`src/rtl/seg7_pkg.sv`:
```
// Shared constants for the seven-segment scan driver: active-high segment
// table (bit6=g .. bit0=a), the nibble decoder function and digit-count limits.
package seg7_pkg;

  localparam int MIN_DIGITS = 2;
  localparam int MAX_DIGITS = 8;

  // Entry h sits at [h]; hex 0-F with A, b, C, d, E, F glyphs.
  localparam logic [15:0][6:0] SEG_TABLE = {
    7'h71, 7'h79, 7'h5E, 7'h39, 7'h7C, 7'h77, 7'h6F, 7'h7F,
    7'h07, 7'h7D, 7'h6D, 7'h66, 7'h4F, 7'h5B, 7'h06, 7'h3F
  };

  function automatic logic [6:0] hex_to_seg(input logic [3:0] h);
    return SEG_TABLE[h];
  endfunction

endpackage

```
`src/rtl/seg7_scan_driver_if.sv`:
```
// Host-side data/strobe inputs and board-side segment/digit outputs of the
// scan driver, bundled so the counter core and board glue share one port.
interface seg7_scan_driver_if #(
  parameter int N_DIGITS = 4
);
  logic [4*N_DIGITS-1:0] value;
  logic [N_DIGITS-1:0]   dp;
  logic                  load;
  logic                  enable;
  logic [6:0]            seg;
  logic                  seg_dp;
  logic [N_DIGITS-1:0]   an;
  logic                  frame_done;

  modport master (
    output value, dp, load, enable,
    input  seg, seg_dp, an, frame_done
  );

  modport slave (
    input  value, dp, load, enable,
    output seg, seg_dp, an, frame_done
  );
endinterface

```
`src/rtl/seg7_hex_decode.sv`:
```
// Combinational nibble to active-high seven-segment pattern (bit6=g .. bit0=a).
module seg7_hex_decode
  import seg7_pkg::*;
(
  input  logic [3:0] nib,
  output logic [6:0] seg
);
  assign seg = hex_to_seg(nib);
endmodule

```
`src/rtl/seg7_scan_driver.sv`:
```
// Multiplexed N-digit seven-segment driver: prescaled digit scan, double-buffered
// value capture applied only at frame wrap, leading-zero blanking, registered pins.
module seg7_scan_driver
  import seg7_pkg::*;
#(
  parameter int N_DIGITS       = 4,
  parameter int SCAN_DIV       = 50000,
  parameter bit SEG_ACTIVE_LOW = 1'b1,
  parameter bit AN_ACTIVE_LOW  = 1'b1,
  parameter bit BLANK_LZ       = 1'b1
) (
  input logic clk,
  input logic rst,
  seg7_scan_driver_if.slave bus
);
  localparam int IDX_W = (N_DIGITS > MIN_DIGITS) ? $clog2(N_DIGITS) : 1;
  localparam int PW    = $clog2(SCAN_DIV);
  localparam int VW    = 4 * N_DIGITS;

  localparam logic [N_DIGITS-1:0] AN_OFF  = AN_ACTIVE_LOW  ? {N_DIGITS{1'b1}} : '0;
  localparam logic [6:0]          SEG_OFF = SEG_ACTIVE_LOW ? 7'h7F : 7'h00;
  localparam logic                DP_OFF  = SEG_ACTIVE_LOW;

  logic [PW-1:0]       presc;
  logic [IDX_W-1:0]    idx;
  logic [VW-1:0]       staging_val, shadow_val;
  logic [N_DIGITS-1:0] staging_dp, shadow_dp;
  logic                pending;

  logic                tc, wrap;
  logic [N_DIGITS-1:0] lz;
  logic [3:0]          nib;
  logic [6:0]          dec_seg;
  logic                cur_blank, cur_dp, show;
  logic [N_DIGITS-1:0] an_hi;
  logic [6:0]          seg_hi;
  logic                dp_hi;

  logic [N_DIGITS-1:0] an_q;
  logic [6:0]          seg_q;
  logic                dp_q, fd_q;

  assign tc   = (presc == PW'(SCAN_DIV - 1));
  assign wrap = tc && (idx == IDX_W'(N_DIGITS - 1));

  // Scan engine: prescaler plus digit index.
  always_ff @(posedge clk) begin
    if (rst) begin
      presc <= '0;
      idx   <= '0;
    end else if (tc) begin
      presc <= '0;
      idx   <= wrap ? '0 : idx + 1'b1;
    end else begin
      presc <= presc + 1'b1;
    end
  end

  // Staging takes every load; shadow only changes at a wrap so a frame is never
  // a mix of old and new digits. A load in the wrap cycle waits for the next wrap.
  always_ff @(posedge clk) begin
    if (rst) begin
      staging_val <= '0;
      staging_dp  <= '0;
      shadow_val  <= '0;
      shadow_dp   <= '0;
      pending     <= 1'b0;
    end else begin
      if (wrap && pending) begin
        shadow_val <= staging_val;
        shadow_dp  <= staging_dp;
      end
      if (bus.load) begin
        staging_val <= bus.value;
        staging_dp  <= bus.dp;
        pending     <= 1'b1;
      end else if (wrap) begin
        pending <= 1'b0;
      end
    end
  end

  // lz[k]: nibbles k..top are all zero; digit 0 is always shown.
  always_comb begin
    lz = '0;
    if (BLANK_LZ) begin
      lz[N_DIGITS-1] = (shadow_val[VW-4 +: 4] == 4'h0);
      for (int k = N_DIGITS - 2; k >= 1; k--)
        lz[k] = lz[k+1] && (shadow_val[4*k +: 4] == 4'h0);
    end
  end

  assign nib = shadow_val[4*idx +: 4];

  seg7_hex_decode u_dec (
    .nib (nib),
    .seg (dec_seg)
  );

  assign cur_blank = lz[idx];
  assign cur_dp    = shadow_dp[idx];
  assign show      = bus.enable && !tc;

  // A blanked digit with its dp requested still has its common line driven.
  always_comb begin
    an_hi  = '0;
    seg_hi = '0;
    dp_hi  = 1'b0;
    if (show) begin
      if (!cur_blank || cur_dp) an_hi = N_DIGITS'(1) << idx;
      if (!cur_blank)           seg_hi = dec_seg;
      dp_hi = cur_dp;
    end
  end

  always_ff @(posedge clk) begin
    if (rst) begin
      an_q  <= AN_OFF;
      seg_q <= SEG_OFF;
      dp_q  <= DP_OFF;
      fd_q  <= 1'b0;
    end else begin
      an_q  <= AN_ACTIVE_LOW  ? ~an_hi  : an_hi;
      seg_q <= SEG_ACTIVE_LOW ? ~seg_hi : seg_hi;
      dp_q  <= SEG_ACTIVE_LOW ? ~dp_hi  : dp_hi;
      fd_q  <= wrap;
    end
  end

  assign bus.an         = an_q;
  assign bus.seg        = seg_q;
  assign bus.seg_dp     = dp_q;
  assign bus.frame_done = fd_q;

endmodule

```
`src/flat_wrapper.sv`:
```
// flat-port wrapper written by rule: the top's interface ports become plain ports
module seg7_scan_driver_flat import seg7_pkg::*;
#(
  parameter int N_DIGITS       = 4,
  parameter int SCAN_DIV       = 50000,
  parameter bit SEG_ACTIVE_LOW = 1'b1,
  parameter bit AN_ACTIVE_LOW  = 1'b1,
  parameter bit BLANK_LZ       = 1'b1
)
  (clk, rst, bus_value, bus_dp, bus_load, bus_enable, bus_seg, bus_seg_dp, bus_an, bus_frame_done);
  seg7_scan_driver_if #(.N_DIGITS(N_DIGITS)) bus_i ();
  input logic clk;
  input logic rst;
  input wire logic [$bits(bus_i.value)-1:0] bus_value;
  input wire logic [$bits(bus_i.dp)-1:0] bus_dp;
  input wire logic [$bits(bus_i.load)-1:0] bus_load;
  input wire logic [$bits(bus_i.enable)-1:0] bus_enable;
  output wire logic [$bits(bus_i.seg)-1:0] bus_seg;
  output wire logic [$bits(bus_i.seg_dp)-1:0] bus_seg_dp;
  output wire logic [$bits(bus_i.an)-1:0] bus_an;
  output wire logic [$bits(bus_i.frame_done)-1:0] bus_frame_done;
  assign bus_i.value = bus_value;
  assign bus_i.dp = bus_dp;
  assign bus_i.load = bus_load;
  assign bus_i.enable = bus_enable;
  assign bus_seg = bus_i.seg;
  assign bus_seg_dp = bus_i.seg_dp;
  assign bus_an = bus_i.an;
  assign bus_frame_done = bus_i.frame_done;
  seg7_scan_driver #(.N_DIGITS(N_DIGITS), .SCAN_DIV(SCAN_DIV), .SEG_ACTIVE_LOW(SEG_ACTIVE_LOW), .AN_ACTIVE_LOW(AN_ACTIVE_LOW), .BLANK_LZ(BLANK_LZ)) u_core (.clk(clk), .rst(rst), .bus(bus_i));
endmodule
```
`config.mk`:
```
export PLATFORM = sky130hd
export DESIGN_NAME = seg7_scan_driver_flat
export DESIGN_NICKNAME = d
export VERILOG_FILES = /design/src/rtl/seg7_pkg.sv /design/src/rtl/seg7_scan_driver_if.sv /design/src/rtl/seg7_hex_decode.sv /design/src/rtl/seg7_scan_driver.sv /design/src/flat_wrapper.sv
export SDC_FILE = /design/constraint.sdc
export NUM_CORES = 1
export LEC_CHECK = 0
export ABC_CLOCK_PERIOD_IN_PS = 4900
export CAP_MARGIN = 10
export CORE_ASPECT_RATIO = 1.75
export CORE_UTILIZATION = 35
export DETAILED_ROUTE_END_ITERATION = 10
export SETUP_SLACK_MARGIN = 0.5
export SLEW_MARGIN = 20
export SYNTH_ARGS = -nofsm -noshare
export SYNTH_HDL_FRONTEND = slang
export SYNTH_SLANG_ARGS = --single-unit
```
`constraint.sdc`:
```
create_clock -name clk -period 4.9 [get_ports clk]
set_clock_uncertainty 0.15 [all_clocks]
set_input_delay 0.98 -clock clk [delete_from_list [all_inputs] [get_ports clk]]
set_output_delay 0.98 -clock clk [all_outputs]
set_load 0.01 [all_outputs]
```
==> flow_summary.json <==
{
  "status": "completed",
  "final_hold_viol_count": 0,
  "place.gp.congestion": 0.772,
  "r2r_slack_ps": 2480,
  "ant_nets": 0,
  "cts_hold_buffers": 0,
  "dieArea_um2": 9310,
  "min_period_ps": 2450,
  "num_rows": 45,
  "slew_headroom_pct": 49.1,
  "path_clk_slew_ps": 60,
  "wl_met2_um": 3010,
  "antenna_found_initial": 0,
  "crit_path_end_kind": "flip-flop",
  "synth.most_common_cell": "dfxtp_1",
  "multiInputGateArea_um2": 1510,
  "fmax_mhz": 408,
  "pwr_density_cell_nw_per_um2": 361,
  "top_layer": "met4",
  "grt_first_pass_wirelength_um": 10100,
  "r2r-start": "u_core.idx[1]",
  "die_width_um": 73.4,
  "worstMarginPinSlew_ps": 763,
  "cp-startpoint": "rst",
  "synth-async-reset-ratio_pct": 0,
  "setup.worst_path.end": "u_core.presc[11]",
  "yosysWarnings": 0,
  "rsz0062_at_grt": "no",
  "grt_use_total_pct": 14.3,
  "clock-root-buffer": "clkbuf_16",
  "min_path_type": "reg -> reg",
  "crit_path_start_kind": "input pin",
  "power_leakage_nw": 1.50,
  "final_nets": 377,
  "ir_worst_vdd_v": 0.000180,
  "crit_type": "in -> reg",
  "cts_setup_buffers": 0,
  "synth_edf_count": 0,
  "cts.sinks": 72,
  "crit_fanout": 46,
  "io_buffers": 36,
  "grt_max_degree": 47,
  "fin_tns_setup_ps": 0,
  "drc": 0,
  "arrival_ps": 2500,
  "via_per_inst": 4.68,
  "start_util_pct": 36.0,
  "ys_top_cells_by_area": "dfxtp_1, mux2i_1, nor2_1, ha_1, xnor2_1",
  "required_ps": 4950,
  "setup_violations": 0,
  "tritoncts": "done",
  "syn_inst": 311,
  "vias": 2170,
  "cap_violations": 0,
  "cts_buffers": 9,
  "clk-insertion-delay-late_ps": 340,
  "num_antenna_cells": 0,
  "final_max_slew_viol_count": 0,
  "cts_resized": 0,
  "wl_met1_um": 2420,
  "reg2reg_depth": 5,
  "ys_seq_area_share_pct": 46.2,
  "cts.path.max_buffers": 2,
  "drt_iter0_drc": 105,
  "seqCellArea_um2": 1440,
  "yosys.area.top_type": "dfxtp_1",
  "overflow": 0,
  "avgSynthCellArea_um2": 10.0,
  "wl_per_cell_um": 12.6,
  "dp_hpwl_um": 4170,
  "synth_top_area_share_pct": 46.2,
  "drive_above_1_share_pct": 8.36,
  "synth.cells.most_frequent": "dfxtp_1, nor2_1, mux2i_1, nand2_1, ha_1",
  "r2r-end": "u_core.bus.seg[5]",
  "ys_types": 40,
  "die_h_um": 127,
  "ios": 37,
  "netlist_area_um2": 3120,
  "fillers": 884,
  "ys_seq_elements": 72,
  "coreArea_um2": 8670,
  "finalPower_mw": 1.39,
  "wl_met3_um": 220,
  "h-tree-depth": 3,
  "yosys_most_used_dff": "dfxtp_1",
  "finalCritPeriodShare_pct": 50.0,
  "wirelength_um": 5850,
  "grt_pass1_vias": 2203,
  "synth_nets": 346,
  "drt-pass1-iter-count": 4,
  "syn_to_final_growth_pct": 23.1
}
[worst min path at each step]
stage	from	to	depth (start not counted)
finish	u_core.presc[0]	u_core.presc[0]	1
global route	u_core.presc[0]	u_core.presc[0]	1
CTS	u_core.presc[0]	u_core.presc[0]	1
detailed placement	u_core.presc[0]	u_core.presc[0]	1
global placement	u_core.presc[0]	u_core.presc[0]	1
floorplan	u_core.presc[0]	u_core.presc[0]	1
[through the flow]
stage / hold slack (ps) / cells / area [um^2] / worst slack, ps / utilization (%)
floorplan: 276 / 311 / 3120 / 2810 / -
global placement: 289 / 448 / 3510 / 2140 / 40.4
detailed placement: 297 / 448 / 3510 / 2090 / 40.4
CTS: 310 / 464 / 3840 / 2170 / 44.3
global route: 350 / 464 / 3840 / 2200 / 44.3
finish: 306 / 464 / 3840 / 2450 / 44.3
[flip-flops by register name, summed over array words and instances (netlist names)]
| name | flops |
|---|---|
| u_core.bus.an | 4 |
| u_core.bus.frame_done | 1 |
| u_core.bus.seg | 7 |
| u_core.bus.seg_dp | 1 |
| u_core.idx | 2 |
| u_core.pending | 1 |
| u_core.presc | 16 |
| u_core.shadow_dp | 4 |
| u_core.shadow_val | 16 |
| u_core.staging_dp | 4 |
| u_core.staging_val | 16 |
[placed cells by master, fill, tap and decap left out, types with 2 or more instances in the layout]
| cell | n |
|---|---|
| dfxtp_1 | 72 |
| inv_1 | 9 |
| nor3b_1 | 2 |
| nor2_1 | 65 |
| mux2i_1 | 48 |
| nand4_1 | 2 |
| clkdlybuf4s50_1 | 36 |
| o221ai_1 | 2 |
| o21ai_0 | 2 |
| mux4_2 | 3 |
| clkbuf_8 | 2 |
| and4_2 | 2 |
| nor3_1 | 2 |
| clkinv_2 | 2 |
| o311ai_1 | 2 |
| bufinv_16 | 2 |
| or3_1 | 2 |
| nand3_1 | 9 |
| xor2_1 | 6 |
| xnor2_1 | 10 |
| clkbuf_16 | 9 |
| nor4_1 | 3 |
| o211ai_1 | 2 |
| a21oi_1 | 7 |
| nand2_1 | 13 |
| buf_4 | 2 |
| and3_1 | 4 |
| ha_1 | 11 |
| mux2_2 | 4 |
[layer usage]
layer  global-route usage (%)  vias to the layer above
met1                     15.2                      995
met4                     8.94                        0
met2                     24.3                       41
li1                         -                     1119
met5                        0                        -
met3                     3.89                       15
[layout make-up]
cell class / instances / area share, %
multi-input cells: 212 / 39.4
flip-flops and latches: 72 / 37.5
repair buffers: 38 / 9.78
clock buffers: 11 / 6.58
well taps: 117 / 3.81
clock inverters: 5 / 2.05
inverters: 9 / 0.880
[power by group]
group	internal (mW)	total [mW]	leakage (nW)	switching (mW)
Clock	0.472	0.715	0.165	0.243
Combinational	0.0360	0.0617	0.743	0.0257
Sequential	0.601	0.609	0.587	0.00808
[logic make-up (layout without fill, tap and decap cells)]
| logic type | after synthesis | in the layout | share of synthesized area [%] |
|---|---|---|---|
| buffers and inverters | 27 | 63 | 5.41 |
| flip-flops | 72 | 72 | 46.2 |
| AO/OA/AOI/OAI | 20 | 20 | 4.29 |
| multiplexers | 55 | 55 | 19.0 |
| XOR/XNOR | 16 | 16 | 4.49 |
| AND/OR/NAND/NOR | 110 | 110 | 16.2 |
| adder cells (fa/ha/maj) | 11 | 11 | 4.41 |
[worst max-delay path: stages]
cell	delay, ps
clkdlybuf4s50_1	450
buf_4	400
nand2b_1	540
nor2_1	110
Power figures use the tool's default switching activity.
